**config.mk**
```make
export PLATFORM = sky130hd
export DESIGN_NAME = pc_fetch_unit
export DESIGN_NICKNAME = d
export VERILOG_FILES = /design/src/rtl/pc_fetch_unit.sv
export SDC_FILE = /design/constraint.sdc
export NUM_CORES = 1
export LEC_CHECK = 0
export CAP_MARGIN = 0
export CORE_ASPECT_RATIO = 0.6
export CORE_MARGIN = 10
export CORE_UTILIZATION = 56
export DETAILED_ROUTE_END_ITERATION = 10
export PLACE_DENSITY = 0.9
export SYNTH_ARGS = -nofsm -noshare
export SYNTH_HDL_FRONTEND = slang
export SYNTH_SLANG_ARGS = --single-unit
export TNS_END_PERCENT = 10
```
**constraint.sdc**
```tcl
create_clock -name clk -period 5.3 [get_ports clk]
set_clock_uncertainty 0.15 [all_clocks]
set_input_delay 1.06 -clock clk [delete_from_list [all_inputs] [get_ports clk]]
set_output_delay 1.06 -clock clk [all_outputs]
set_load 0.03 [all_outputs]
```
**src/rtl/pc_fetch_unit.sv**
```systemverilog
// pc_fetch_unit: IF-stage PC owner.
//  Holds the fetch PC, issues instruction-memory requests over a req/ack
//  handshake and loads the IF/ID register (ins_d, pc_d, valid_d). A word that
//  returns while D is stalled is parked in a one-entry buffer until D frees up.
//  Redirect targets from the D stage (j/jr/taken branch) are captured here.
// Ports:
//  clk, rst_n                  clock (rising edge), async active-low reset
//  stall_i                     hold IF/ID, PC and buffer
//  redirect_i, npc_i           control-flow change and its target
//  imem_req_o, imem_addr_o     fetch request / address (= pc_f_o)
//  imem_ack_i, imem_rdata_i    response strobe / instruction word
//  pc_f_o                      current fetch PC
//  ins_d_o, pc_d_o, valid_d_o  IF/ID register
// Configuration:
//  DELAY_SLOT_EN  defined   -> word in F at redirect time is delivered (delay slot)
//                 undefined -> redirect squashes the word in F
module pc_fetch_unit #(
  parameter logic [31:0] RESET_PC = 32'h0000_3000,
  parameter logic [31:0] NOP_WORD = 32'h0000_0000
) (
  input  logic        clk,
  input  logic        rst_n,
  input  logic        stall_i,
  input  logic        redirect_i,
  input  logic [31:0] npc_i,
  output logic        imem_req_o,
  output logic [31:0] imem_addr_o,
  input  logic        imem_ack_i,
  input  logic [31:0] imem_rdata_i,
  output logic [31:0] pc_f_o,
  output logic [31:0] ins_d_o,
  output logic [31:0] pc_d_o,
  output logic        valid_d_o
);

  typedef enum logic {S_REQ, S_BUF} state_e;

  state_e      state_q, state_d;
  logic [31:0] pc_f_q, pc_f_d;
  logic [31:0] ins_d_q, ins_d_d;
  logic [31:0] pc_d_q, pc_d_d;
  logic        valid_d_q, valid_d_d;
  logic [31:0] buf_ins_q, buf_ins_d;
  logic [31:0] buf_pc_q, buf_pc_d;
  logic        redir_pend_q, redir_pend_d;
  logic [31:0] redir_tgt_q, redir_tgt_d;
  logic        kill_q, kill_d;

  logic        take_redir;
  logic [31:0] tgt_in;
  logic [31:0] next_pc;

  // A redirect seen during a stall is dropped; the hazard unit re-asserts it.
  assign take_redir = redirect_i & ~stall_i;
  assign tgt_in     = {npc_i[31:2], 2'b00};
  assign next_pc    = redir_pend_q ? redir_tgt_q : pc_f_q + 32'd4;

  // Gated with rst_n so no request is visible while reset is held.
  assign imem_req_o  = rst_n & (state_q == S_REQ);
  assign imem_addr_o = pc_f_q;
  assign pc_f_o      = pc_f_q;
  assign ins_d_o     = ins_d_q;
  assign pc_d_o      = pc_d_q;
  assign valid_d_o   = valid_d_q;

  always_comb begin
    state_d      = state_q;
    pc_f_d       = pc_f_q;
    ins_d_d      = ins_d_q;
    pc_d_d       = pc_d_q;
    valid_d_d    = valid_d_q;
    buf_ins_d    = buf_ins_q;
    buf_pc_d     = buf_pc_q;
    redir_pend_d = redir_pend_q;
    redir_tgt_d  = redir_tgt_q;
    kill_d       = kill_q;
    case (state_q)
      S_REQ: begin
        if (imem_ack_i) begin
          if (kill_q) begin
            // Squashed fetch returns: drop it and head for the target. A fresh
            // redirect in the same cycle supersedes the pending one.
            kill_d       = 1'b0;
            redir_pend_d = 1'b0;
            pc_f_d       = take_redir ? tgt_in : redir_tgt_q;
            if (!stall_i) begin
              valid_d_d = 1'b0;
              ins_d_d   = NOP_WORD;
            end
          end else if (stall_i) begin
            buf_ins_d = imem_rdata_i;
            buf_pc_d  = pc_f_q;
            state_d   = S_BUF;
          end else begin
            redir_pend_d = 1'b0;
`ifdef DELAY_SLOT_EN
            ins_d_d   = imem_rdata_i;
            pc_d_d    = pc_f_q;
            valid_d_d = 1'b1;
            pc_f_d    = take_redir ? tgt_in : next_pc;
`else
            if (take_redir) begin
              valid_d_d = 1'b0;
              ins_d_d   = NOP_WORD;
              pc_f_d    = tgt_in;
            end else begin
              ins_d_d   = imem_rdata_i;
              pc_d_d    = pc_f_q;
              valid_d_d = 1'b1;
              pc_f_d    = next_pc;
            end
`endif
          end
        end else begin
          if (!stall_i) begin
            valid_d_d = 1'b0;
            ins_d_d   = NOP_WORD;
          end
          // Request still in flight: remember the target for when it returns.
          if (take_redir) begin
            redir_pend_d = 1'b1;
            redir_tgt_d  = tgt_in;
`ifndef DELAY_SLOT_EN
            kill_d       = 1'b1;
`endif
          end
        end
      end
      S_BUF: begin
        if (!stall_i) begin
          state_d      = S_REQ;
          redir_pend_d = 1'b0;
`ifdef DELAY_SLOT_EN
          ins_d_d   = buf_ins_q;
          pc_d_d    = buf_pc_q;
          valid_d_d = 1'b1;
          pc_f_d    = take_redir ? tgt_in : next_pc;
`else
          if (take_redir) begin
            valid_d_d = 1'b0;
            ins_d_d   = NOP_WORD;
            pc_f_d    = tgt_in;
          end else begin
            ins_d_d   = buf_ins_q;
            pc_d_d    = buf_pc_q;
            valid_d_d = 1'b1;
            pc_f_d    = next_pc;
          end
`endif
        end
      end
    endcase
  end

  always_ff @(posedge clk or negedge rst_n) begin
    if (!rst_n) begin
      state_q      <= S_REQ;
      pc_f_q       <= RESET_PC;
      ins_d_q      <= NOP_WORD;
      pc_d_q       <= 32'd0;
      valid_d_q    <= 1'b0;
      buf_ins_q    <= 32'd0;
      buf_pc_q     <= 32'd0;
      redir_pend_q <= 1'b0;
      redir_tgt_q  <= 32'd0;
      kill_q       <= 1'b0;
    end else begin
      state_q      <= state_d;
      pc_f_q       <= pc_f_d;
      ins_d_q      <= ins_d_d;
      pc_d_q       <= pc_d_d;
      valid_d_q    <= valid_d_d;
      buf_ins_q    <= buf_ins_d;
      buf_pc_q     <= buf_pc_d;
      redir_pend_q <= redir_pend_d;
      redir_tgt_q  <= redir_tgt_d;
      kill_q       <= kill_d;
    end
  end

endmodule

```
Word level (Yosys, flattened, before mapping)

Cells that the tools add are included.

Bits in registers: 196
Input bits: 69
Output and inout port bits: 130
Word-level logic and storage cells: 69

Add/subtract/negate cells: 1
Equal/unequal tests: 8
Mux-type cells: 38
Bitwise operators: 6
Reductions and logical operators: 6

Operators by type and width:

| operator                                      | count |
|---|---|
| two-way mux 32 bit                            | 19 |
| one-hot mux 32 bit (2 select lines)           | 3 |
| adder 32 x 3 -> 32 bit, second input constant | 1 |
| two-way mux 1 bit                             | 13 |
| != test 2 bit, second input constant          | 6 |
| one-hot mux 1 bit (2 select lines)            | 3 |
| AND reduction 2 bit                           | 3 |
| AND reduction 6 bit                           | 1 |
| != test 4 bit, second input constant          | 1 |
| inverter 1 bit                                | 4 |
| AND reduction 4 bit                           | 1 |
| != test 3 bit, second input constant          | 1 |
| bitwise AND 1 bit                             | 2 |
| nonzero test 2 bit                            | 1 |

Logic depth before layout (Yosys ltp)

Gate-level depths: netlist of the first run.

Depth in word-level cells: 7
Gate-level depth with buffers: 9
Mapped depth without buffers: 6

Worst setup path after synthesis of the first run

Ideal clock, no wire load.

Path type: input to register
Start: in imem_ack_i
End: reg buf_ins_q[0]
Setup time: 0.125 ns
Arrival: 2.483 ns
Required time: 5.025 ns
Setup slack: 2.542 ns
Stages on the path: 5
Path buffers: 2
Cells stage by stage: nor3b_1 > and2_1 > clkbuf_1 > buf_2 > mux2_2

Cells in the longest elaborated chain, start to end: 1

Ends and longest elaborated chain:

| what                                 | RTL line | RTL |
|---|---|---|
| from (decl)                          | 28       | `input logic imem_ack_i,` |
| AND reduction 4 bit (no source line) | n/a      |  |
| to (signal assigned)                 | 173      | `buf_ins_q <= buf_ins_d;` |
| to (decl)                            | 43       | `logic [31:0] buf_ins_q, buf_ins_d;` |

Every way passes these cells.
A chain may end at the register's enable or synchronous reset.

Final worst setup path of the first run

Start: in redirect_i
End: reg pc_f_q[13] (netlist: imem_addr_o[13])

Cells in the longest elaborated chain, start to end: 6
Elaborated cells between the ends (all ways): 7
Classes of those cells: 6 x mux; 1 x bitwise

Ends and longest elaborated chain:

| what                                  | RTL line | RTL |
|---|---|---|
| from (decl)                           | 24       | `input logic redirect_i,` |
| bitwise AND 1 bit *                   | 54       | `assign take_redir = redirect_i & ~stall_i;` |
| two-way mux 32 bit                    | 102, 139 |  |
| two-way mux 32 bit                    | 90, 130  |  |
| two-way mux 32 bit                    | 80       | `if (kill_q) begin` |
| two-way mux 32 bit                    | 79       | `if (imem_ack_i) begin` |
| one-hot mux 32 bit (2 select lines) * | 77       | `case (state_q)` |
| to (signal assigned)                  | 169      | `pc_f_q <= pc_f_d;` |
| to (decl)                             | 39       | `logic [31:0] pc_f_q, pc_f_d;` |

Mark *: on every way between the ends. The rest lies on a longest branch, timed or not. The select of a mux whose other input is x is not followed.

==> key figures, run 1 <==
Status
  • Outcome: finished, final reports clean

Synth
  • Asr flop ratio synth: 100%
  • Synth Flop Type: dfrtp_1
  • Sequential area share after synthesis: 51.0%
  • YS warnings: 0
  • Synthesized area per cell: 10.4 um2
  • FF+latch count, synth: 196
  • Number of synthesized flops with an enable pin: 0
  • Cells after Synth: 926
  • Synth Cell Area: 0.00962 mm2
  • Syn_nets: 996
  • Post-synth cell types: 60

Timing
  • Final Setup Violations: 0
  • Final Hold Fails: 0
  • Peak Freq: ~0.27 GHz
  • WHS: roughly 0.34 ns
  • Period utilization: 70.4%
  • Max-slew violation count: 0
  • Slew @ Worst Pin: 1.08 ns
  • RSZ-0062 raised after global routing: no
  • Setup TNS: 0 ns
  • Rel. slew slack: 28.1%
  • Final worst setup slack: 1.57 ns
  • Min Tclk post-route: 3.73 ns

Routing
  • Drt pass-1 iters: 6
  • Routed WL: approximately 28,000 um
  • DRC Markers: 0
  • Post-route ant nets: 0
  • Initial DRC Count: 1,160
  • Vias after detailed routing: 8,091
  • Via density: about 6.3
  • Wirelength per Cell: between 20 and 25 um

Power and ir drop
  • Maximum vdd ir drop: 0.288 mV
  • Cell area power density: 477 mW/mm2
  • Leakage: roughly 5 nW
  • Overall power: 5.78 mW

Clocking
  • Worst-case clock buffer depth: 2
  • # hold bufs at CTS: 0
  • Sink Count: between 150 and 200
  • CTS tree: built
  • Worst-path clk slew: 0.08 ns
  • Setup bufs post-CTS: 0
  • Inserted Clock Buffers: 17
  • Clk root buf: clkbuf_16
  • H-tree depth: 4
  • Later-pin clock latency in the skew report: 0.44 ns
  • PostCTS Resize Cnt: 0

GRT
  • GRT Overall Usage: 23.4%
  • Vias in the first global route: 7,999
  • Largest net degree at the start of global routing: around 130
  • Antenna violations before repair: 1
  • Grt ovf: 0
  • First-pass GRT wire length: 43,900 um

Worst setup path
  • Setup CP Type: in -> reg
  • Crit path capture type: register
  • Critical path required time: 5.50 ns
  • Worst EP arrival: around 4 ns
  • Crit path max fanout: 21
  • Reg2Reg Setup Slack: 2.12 ns
  • CP Launch Type: input pin

Final layout
  • Post-route insts no fill: around 1,300
  • Layout area overhead: 26.0%
  • Final core utilization: 73.3%
  • Share of layout cells above drive strength 1: roughly 16%
  • Nets: around 1,100
  • Most common cell after layout, fill and taps aside: clkdlybuf4s50_1
  • Most frequent cells in the layout: clkdlybuf4s50_1 (194), dfrtp_1 (193), nand2_1 (113)
  • Final instance area: approximately 0.012 mm2

Floorplan
  • Full die area: about 0.023 mm2
  • Num ports: 199
  • Total core area: roughly 0.017 mm2
  • DIE HEIGHT: around 120 um
  • Die width: 189 um
  • Rows: 36
  • Initial Util: 58.2%

Placement
  • Hpwl dp: 18,400 um
  • PortBufs: 196
  • Setup Slack @ Placement: approximately 1.2 ns
  • Inst Count DP: 1,258
  • Placed Area: about 0.011 mm2
  • Routability cong.: 0.864

Worst hold path
  • Tightest Hold Check Type: reg -> reg

Flow run
  • Max cap viols: 0
[layout make-up]
cell class	instances	area [um2]
sequential	196	4910
clock buffer	17	425
clock inverter	15	205
antenna	1	2.50
timing repair buffer	213	2100
inverter	6	22.5
tap	228	285
multi-input combinational	615	4170
fill	1175	4410
[worst max-delay path, stage by stage]
cell and delay (ns):
clkdlybuf4s50_1 0.77, nor2b_2 0.90, nor2_1 0.42, a221o_1 0.41, a221oi_1 0.26, a21oi_1 0.12
[sequential cells by signal (all words and copies together), names as in the netlist]
register	cells
buf_pc_q	32
ins_d_o	32
kill_q	1
buf_ins_q	32
imem_addr_o	32
redir_pend_q	1
pc_d_o	32
redir_tgt_q	32
state_q	1
valid_d_o	1
[report_power, final]
part,internal (mW),total (mW),switching (mW)
Clock,0.727,1.37,0.643
Sequential,1.93,2.37,0.440
Combinational,0.913,2.04,1.12
Total,3.57,5.78,2.21
[final timing paths]
path,start,to,cells past startpoint
min,pc_d_o[1],pc_d_o[1],2
min in group asynchronous,rst_n,ins_d_o[9],1
max in group asynchronous,rst_n,state_q,2
max,redirect_i,imem_addr_o[13],6
max reg2reg,state_q,pc_d_o[22],6
min reg2reg,pc_d_o[1],pc_d_o[1],2
[cells by family after synthesis]
family,after synthesis,share of synthesized area (%)
AND/OR/NAND/NOR,226,11.1
multiplexers,127,14.4
buffers and inverters,115,5.93
XOR/XNOR,2,0.182
adder cells (fa/ha/maj),1,0.130
flip-flops,196,51.0
AO/OA/AOI/OAI,259,17.2
[synthesized netlist by cell type (all sizes together) (7+ instances only)]
cell type | instances | area, um2
a221oi | 10 | 87.6
nand3 | 17 | 90.1
nor4 | 15 | 93.8
mux2 | 94 | 1060
a31oi | 9 | 56.3
buf | 50 | 322
o21ai | 107 | 536
nor2 | 31 | 116
a221o | 10 | 101
nor3 | 7 | 35.0
clkbuf | 59 | 226
dfrtp | 194 | 4850
a22oi | 40 | 300
a21oi | 38 | 190
nand2 | 113 | 424
mux2i | 33 | 330
[layer usage]
layer | wire, um | vias up | track usage, % | part of all wire [%]
li1 | - | 3592 | - | -
met2 | 12500 | 475 | 35.9 | 45
met3 | 2980 | 51 | 7.46 | 11
met5 | 26 | - | 0 | 0.094
met4 | 412 | 2 | 5.33 | 1.5
met1 | 11900 | 3971 | 31.9 | 43
No activity file was read; power rests on OpenSTA's default activity.
==> inputs of run 2 (changes only) <==
--- a/config.mk
+++ b/config.mk
@@ -8,9 +8,9 @@
 export CAP_MARGIN = 0
 export CORE_ASPECT_RATIO = 0.6
 export CORE_MARGIN = 10
-export CORE_UTILIZATION = 56
+export CORE_UTILIZATION = 52
 export DETAILED_ROUTE_END_ITERATION = 10
-export PLACE_DENSITY = 0.9
+export PLACE_DENSITY = 0.85
 export SYNTH_ARGS = -nofsm -noshare
 export SYNTH_HDL_FRONTEND = slang
 export SYNTH_SLANG_ARGS = --single-unit
==> constraint.sdc (replaced) <==
create_clock -name clk -period 3.5 [get_ports clk]
set_clock_uncertainty 0.15 [all_clocks]
set_input_delay 0.7 -clock clk [delete_from_list [all_inputs] [get_ports clk]]
set_output_delay 0.7 -clock clk [all_outputs]
set_load 0.03 [all_outputs]
==> run 2 against run 1 <==
Effect of this change: register-to-register slack got worse by 1.6 ns; sequential cell count did not move; non-clock buffer count rose by 15; sequential power rose by 50%; first-iteration DRC count fell by 5.9%; critical path depth did not move; combinational power rose by 55%; die area rose by 6.6%; hold slack got worse by 0.32 ns; global-route usage fell by 0.70 points; utilization fell by 6.0 points; critical endpoint is now imem_addr_o[20].
==> key figures, run 2 (synthesized netlist as in run 1, its figures left out) <==
Timing
  • Final Hold Fails: 0
  • Min Tclk post-route: 2.93 ns
  • Peak Freq: 0.341 GHz
  • RSZ-0062 raised after global routing: no
  • Rel. slew slack: 33.0%
  • Period utilization: between 80% and 90%
  • Final Setup Violations: 0
  • Setup TNS: 0 ns
  • Slew @ Worst Pin: 1.00 ns
  • WHS: 0.0123 ns
  • Max-slew violation count: 0

Power and ir drop
  • Sw Share: between 30% and 40%
  • Overall power: slightly below 9 mW
  • Maximum vdd ir drop: 0.389 mV
  • Clock network fraction of total power: approximately 22%
  • Sequential power share: between 40 and 50%
  • Cell area power density: 709 mW/mm2
  • Internal: 5.37 mW
  • Net Switching: ~3.3 mW
  • Combinational Power Share: 36.5%
  • Leakage: 4.96 nW

Final layout
  • Most frequent cells in the layout: clkdlybuf4s50_1 (194), dfrtp_1 (193), nand2_1 (113)
  • Share of layout cells above drive strength 1: between 15 and 20%
  • Layout area overhead: 26.9%
  • Fillcell total: 1,396
  • Antenna diode count: 0
  • Reg area: 0.00491 mm2
  • Most common cell after layout, fill and taps aside: clkdlybuf4s50_1
  • Nets: between 1,000 and 1,500
  • Multi-input logic area: 0.00417 mm2

Routing
  • Vias after detailed routing: 8,120
  • Wirelength per Cell: 21.6 um
  • Post-route ant nets: 0
  • Via density: 6.17
  • Drt pass-1 iters: 6
  • DRC Markers: 0
  • Initial DRC Count: 1,092
  • Routed WL: between 20,000 and 30,000 um

Floorplan
  • DIE HEIGHT: 125 um
  • Total core area: ~0.018 mm2
  • Rows: 38
  • Initial Util: 53.1%
  • Num ports: 199
  • Die width: 196 um
  • Full die area: 0.0245 mm2

Clocking
  • Worst-path clk slew: 0.07 ns
  • Worst-case clock buffer depth: 2
  • H-tree depth: 4
  • Clk root buf: clkbuf_16
  • CTS tree: built
  • PostCTS Resize Cnt: 0
  • Sink Count: 196
  • Inserted Clock Buffers: 17
  • Setup bufs post-CTS: 0
  • Later-pin clock latency in the skew report: roughly 0.43 ns
  • # hold bufs at CTS: 0

Worst setup path
  • Critical path required time: 3.69 ns
  • Worst EP arrival: 3.13 ns
  • Crit path capture type: register
  • Crit path max fanout: 10
  • Setup CP Type: reg -> reg
  • R2R depth: 6
  • CP Launch Type: register

Placement
  • Routability cong.: 0.933
  • Hpwl dp: 19,500 um
  • PortBufs: just under 200

Worst hold path
  • Tightest Hold Check Type: in -> async

Flow run
  • Max cap viols: 0

GRT
  • Grt ovf: 0
  • Largest net degree at the start of global routing: 79
  • Antenna violations before repair: 1
  • First-pass GRT wire length: 45,700 um
  • GRT Overall Usage: 22.7%
  • Vias in the first global route: 8,199

Status
  • Outcome: finished, final reports clean
==> run 2: changes by cell type in the layout (fill, tap and decap cells not counted), sizes merged <==
cell	previous run	this run
inv	13	10
buf	18	33
diode	1	0
bufinv	2	1
clkinvlp	1	3
clkbuf	18	21
clkinv	5	4
==> run 2: critical path, stage by stage, from the launching register on <==
cell,delay (ns)
dfrtp_1,0.51
ha_1,0.29
nand3_2,0.24
or4_1,0.72
or4_1,0.45
a211o_1,0.31
a31oi_1,0.17
==> run 2: area by class of cell <==
| cell class | count | share of cell area (%) |
|---|---|---|
| sequential | 196 | 40.2 |
| multi-input combinational | 615 | 34.2 |
| timing repair buffer | 228 | 18.2 |
| clock buffer | 20 | 3.74 |
| tap | 240 | 2.46 |
| clock inverter | 12 | 0.974 |
| inverter | 6 | 0.185 |
==> run 2: per-stage QoR <==
stage                     utilization [%]  instance area (um2)  cells  setup WS [ns]
after floorplan                         -                 9620    926          0.792
after global placement               64.2                11600   1285          0.660
after detailed placement             64.2                11600   1285          0.615
after CTS                            67.4                12200   1317          0.637
after global routing                 67.4                12200   1317          0.463
final                                67.4                12200   1317          0.566
==> run 2: worst paths after layout <==
kind | startpoint | end | slack [ns]
min reg2reg | pc_d_o[24] | pc_d_o[24] | 0.33
max | imem_addr_o[2] | imem_addr_o[20] | 0.57
max in group asynchronous | rst_n | pc_d_o[16] | 1.88
max reg2reg | imem_addr_o[2] | imem_addr_o[20] | 0.57
min in group clk | pc_d_o[24] | pc_d_o[24] | 0.33
min | rst_n | imem_addr_o[1] | 0.01
==> run 2: power groups by stage <==
stage	combinational [mW]	sequential, mW	clock [mW]
2_1_floorplan	1.48	3.97	0
3_3_place_gp	3.07	3.53	0
3_5_place_dp	3.16	3.59	0
4_1_cts	3.17	3.55	1.96
5_1_grt	3.38	3.66	2.05
6_report	3.16	3.56	1.93
==> run 2: layer usage <==
layer  vias to the layer above  global-route usage, %  routed length [um]
li1                       3621                      -                   -
met1                      3956                   31.3               12100
met2                       490                   33.8               12500
met3                        51                   8.35                3510
met4                         2                   4.07                 362
met5                         -                      0                  18
==> inputs of run 3 (changes only) <==
--- a/config.mk
+++ b/config.mk
@@ -8,9 +8,9 @@
 export CAP_MARGIN = 0
 export CORE_ASPECT_RATIO = 0.6
 export CORE_MARGIN = 10
-export CORE_UTILIZATION = 52
+export CORE_UTILIZATION = 47
 export DETAILED_ROUTE_END_ITERATION = 10
-export PLACE_DENSITY = 0.85
+export PLACE_DENSITY = 0.81
 export SYNTH_ARGS = -nofsm -noshare
 export SYNTH_HDL_FRONTEND = slang
 export SYNTH_SLANG_ARGS = --single-unit
==> constraint.sdc (replaced) <==
create_clock -name clk -period 2.55 [get_ports clk]
set_clock_uncertainty 0.15 [all_clocks]
set_input_delay 0.51 -clock clk [delete_from_list [all_inputs] [get_ports clk]]
set_output_delay 0.51 -clock clk [all_outputs]
set_load 0.03 [all_outputs]
==> run 3 against run 2 <==
Effect of this change: the run now ends with negative hold slack left; total power increased by 38%; register-to-register slack got worse by 0.49 ns; combinational power increased by 48%; via count up 0.89%; global-route usage is 1.1 points lower; cell count is 5.4% higher; clock power up 30%; first-iteration DRC count down 15%; sequential cell count unchanged; setup slack got worse by 0.52 ns; routed wire length increased by 2.5%; die area grew 9.2%; critical path type is now reg -> out; critical endpoint is now pc_f_o[28].
==> key figures, run 3 (synthesized netlist as in run 1, its figures left out) <==
Final layout
  • Share of layout cells above drive strength 1: 19.9%
  • Fillcell total: 1,619
  • Nets: about 1,200
  • Layout area overhead: 30.6%
  • Most common cell after layout, fill and taps aside: clkdlybuf4s50_1
  • Final instance area: 0.0126 mm2
  • Most frequent cells in the layout: clkdlybuf4s50_1 (193), dfrtp_1 (189), nand2_1 (113)
  • Post-route insts no fill: 1,388

Floorplan
  • Initial Util: 47.9%
  • Rows: 40
  • Die width: ~200 um
  • DIE HEIGHT: around 130 um
  • Num ports: about 200
  • Total core area: approximately 0.02 mm2
  • Full die area: about 0.027 mm2

Power and ir drop
  • Maximum vdd ir drop: 0.550 mV
  • Leakage: 5.15 nW
  • Cell area power density: 948 mW/mm2

Routing
  • Wirelength per Cell: 21.0 um
  • Vias after detailed routing: ~8,200
  • Drt pass-1 iters: 8
  • Routed WL: 29,100 um
  • Via density: 5.90
  • Post-route ant nets: 0
  • DRC Markers: 0
  • Initial DRC Count: 932

Worst setup path
  • Worst EP arrival: around 1.8 ns
  • CP top delay family: buffers and inverters
  • Reg2Reg Setup Slack: 0.08 ns
  • R2r endpoint: imem_addr_o[25]
  • Crit path capture type: primary output
  • R2R depth: 5
  • Reg-to-reg startpoint: imem_addr_o[6]
  • Crit path max fanout: 11
  • Critical path cell sequence: clkdlybuf4s50_1
  • Worst path slowest cell: clkdlybuf4s50_1
  • CP Launch Type: register
  • Crit path buffers/inverters: 1
  • CP Launch Point: imem_addr_o[28]
  • Critical path required time: roughly 1.9 ns
  • Setup CP Type: reg -> out
  • Largest stage delay on the critical path: ~0.77 ns
  • Critical Path End: pc_f_o[28]
  • Crit path depth: 1

Flow run
  • Max cap viols: 0

GRT
  • Antenna violations before repair: 1
  • GRT Overall Usage: 21.6%
  • Grt ovf: 0
  • Vias in the first global route: 8,149
  • First-pass GRT wire length: between 40,000 and 50,000 um
  • Largest net degree at the start of global routing: ~120

Timing
  • Min Tclk post-route: 2.50 ns
  • Slew @ Worst Pin: 0.964 ns
  • WHS: -0.00723 ns
  • RSZ-0062 raised after global routing: no
  • Final Hold Fails: 4
  • Peak Freq: roughly 0.40 GHz
  • Max-slew violation count: 0
  • Rel. slew slack: roughly 36%
  • Period utilization: 98.1%
  • Final Setup Violations: 0
  • Final worst setup slack: 0.0497 ns

Worst hold path
  • Tightest Hold Check Type: in -> async

Placement
  • Inst Count DP: ~1,400
  • Placed Area: 0.0120 mm2
  • PortBufs: 196
  • Setup Slack @ Placement: 0.0879 ns
  • Hpwl dp: 20,500 um
  • Routability cong.: 0.925

Status
  • Failing checks: negative hold slack
  • Outcome: finished, violations left

Clocking
  • CTS tree: built
  • Worst-path clk slew: 0.07 ns
  • Setup bufs post-CTS: 0
  • H-tree depth: 4
  • Sink Count: 196
  • PostCTS Resize Cnt: 0
  • Clk root buf: clkbuf_16
  • # hold bufs at CTS: 0
  • Later-pin clock latency in the skew report: ~0.44 ns
  • Worst-case clock buffer depth: 2
  • Inserted Clock Buffers: 17
## run 3: cell types whose count changed in the layout (fill, tap and decap cells not counted)
cell             before  now
inv_6                 4    2
bufinv_16             1    0
buf_12                2    7
clkdlybuf4s50_1     194  193
clkinvlp_4            3    4
diode_2               0    1
buf_4                30   64
clkinv_2              1    3
dfrtp_2               0    4
clkinv_4              3    2
dfrtp_1             193  189
## run 3: cell type report
cell class | instances | area (um2) | area share [%]
clock buffers | 20 | 457 | 3.64
repair buffers | 266 | 2570 | 20.5
multi-input cells | 615 | 4170 | 33.2
flip-flops and latches | 196 | 4920 | 39.1
diodes | 1 | 2.50 | 0.0199
well taps | 273 | 342 | 2.72
inverters | 6 | 22.5 | 0.179
clock inverters | 11 | 80.1 | 0.638
## run 3: layer usage
layer,vias up,GRT usage [%],share of wire [%],wire [um]
met5,-,0,0.045,13
met4,2,6.98,1.6,454
met3,36,6.71,10,3050
met2,415,31.6,43,12600
met1,4036,29.9,45,13000
li1,3703,-,-,-
## run 3: power by group
group	internal, mW	switching, mW	total (mW)
logic	2.07	2.61	4.68
clock network	1.30	1.21	2.51
registers	4.03	0.687	4.72
## run 3: per-stage QoR
stage / power, mW / TNS (ns) / utilization [%] / hold WS [ns]
after CTS: 12.0 / 0 / 62.6 / 0.0780
after global placement: 9.27 / 0 / 59.9 / 0.312
after global routing: 12.6 / 0 / 62.6 / 0.0815
after detailed placement: 9.44 / 0 / 59.9 / 0.321
after floorplan: 7.49 / -0.149 / - / 0.0644
final: 11.9 / 0 / 62.6 / -0.00723
## run 3: worst min-delay path by stage
stage               start         endpoint  slack, ns  cells after the start
2_1_floorplan       rst_n     buf_ins_q[0]       0.06                      0
5_1_grt             rst_n  redir_tgt_q[23]       0.08                      2
3_5_place_dp   pc_d_o[19]       pc_d_o[19]       0.32                      2
6_report            rst_n          state_q     -0.007                      2
3_3_place_gp   pc_d_o[30]       pc_d_o[30]       0.31                      2
4_1_cts             rst_n           kill_q       0.08                      2
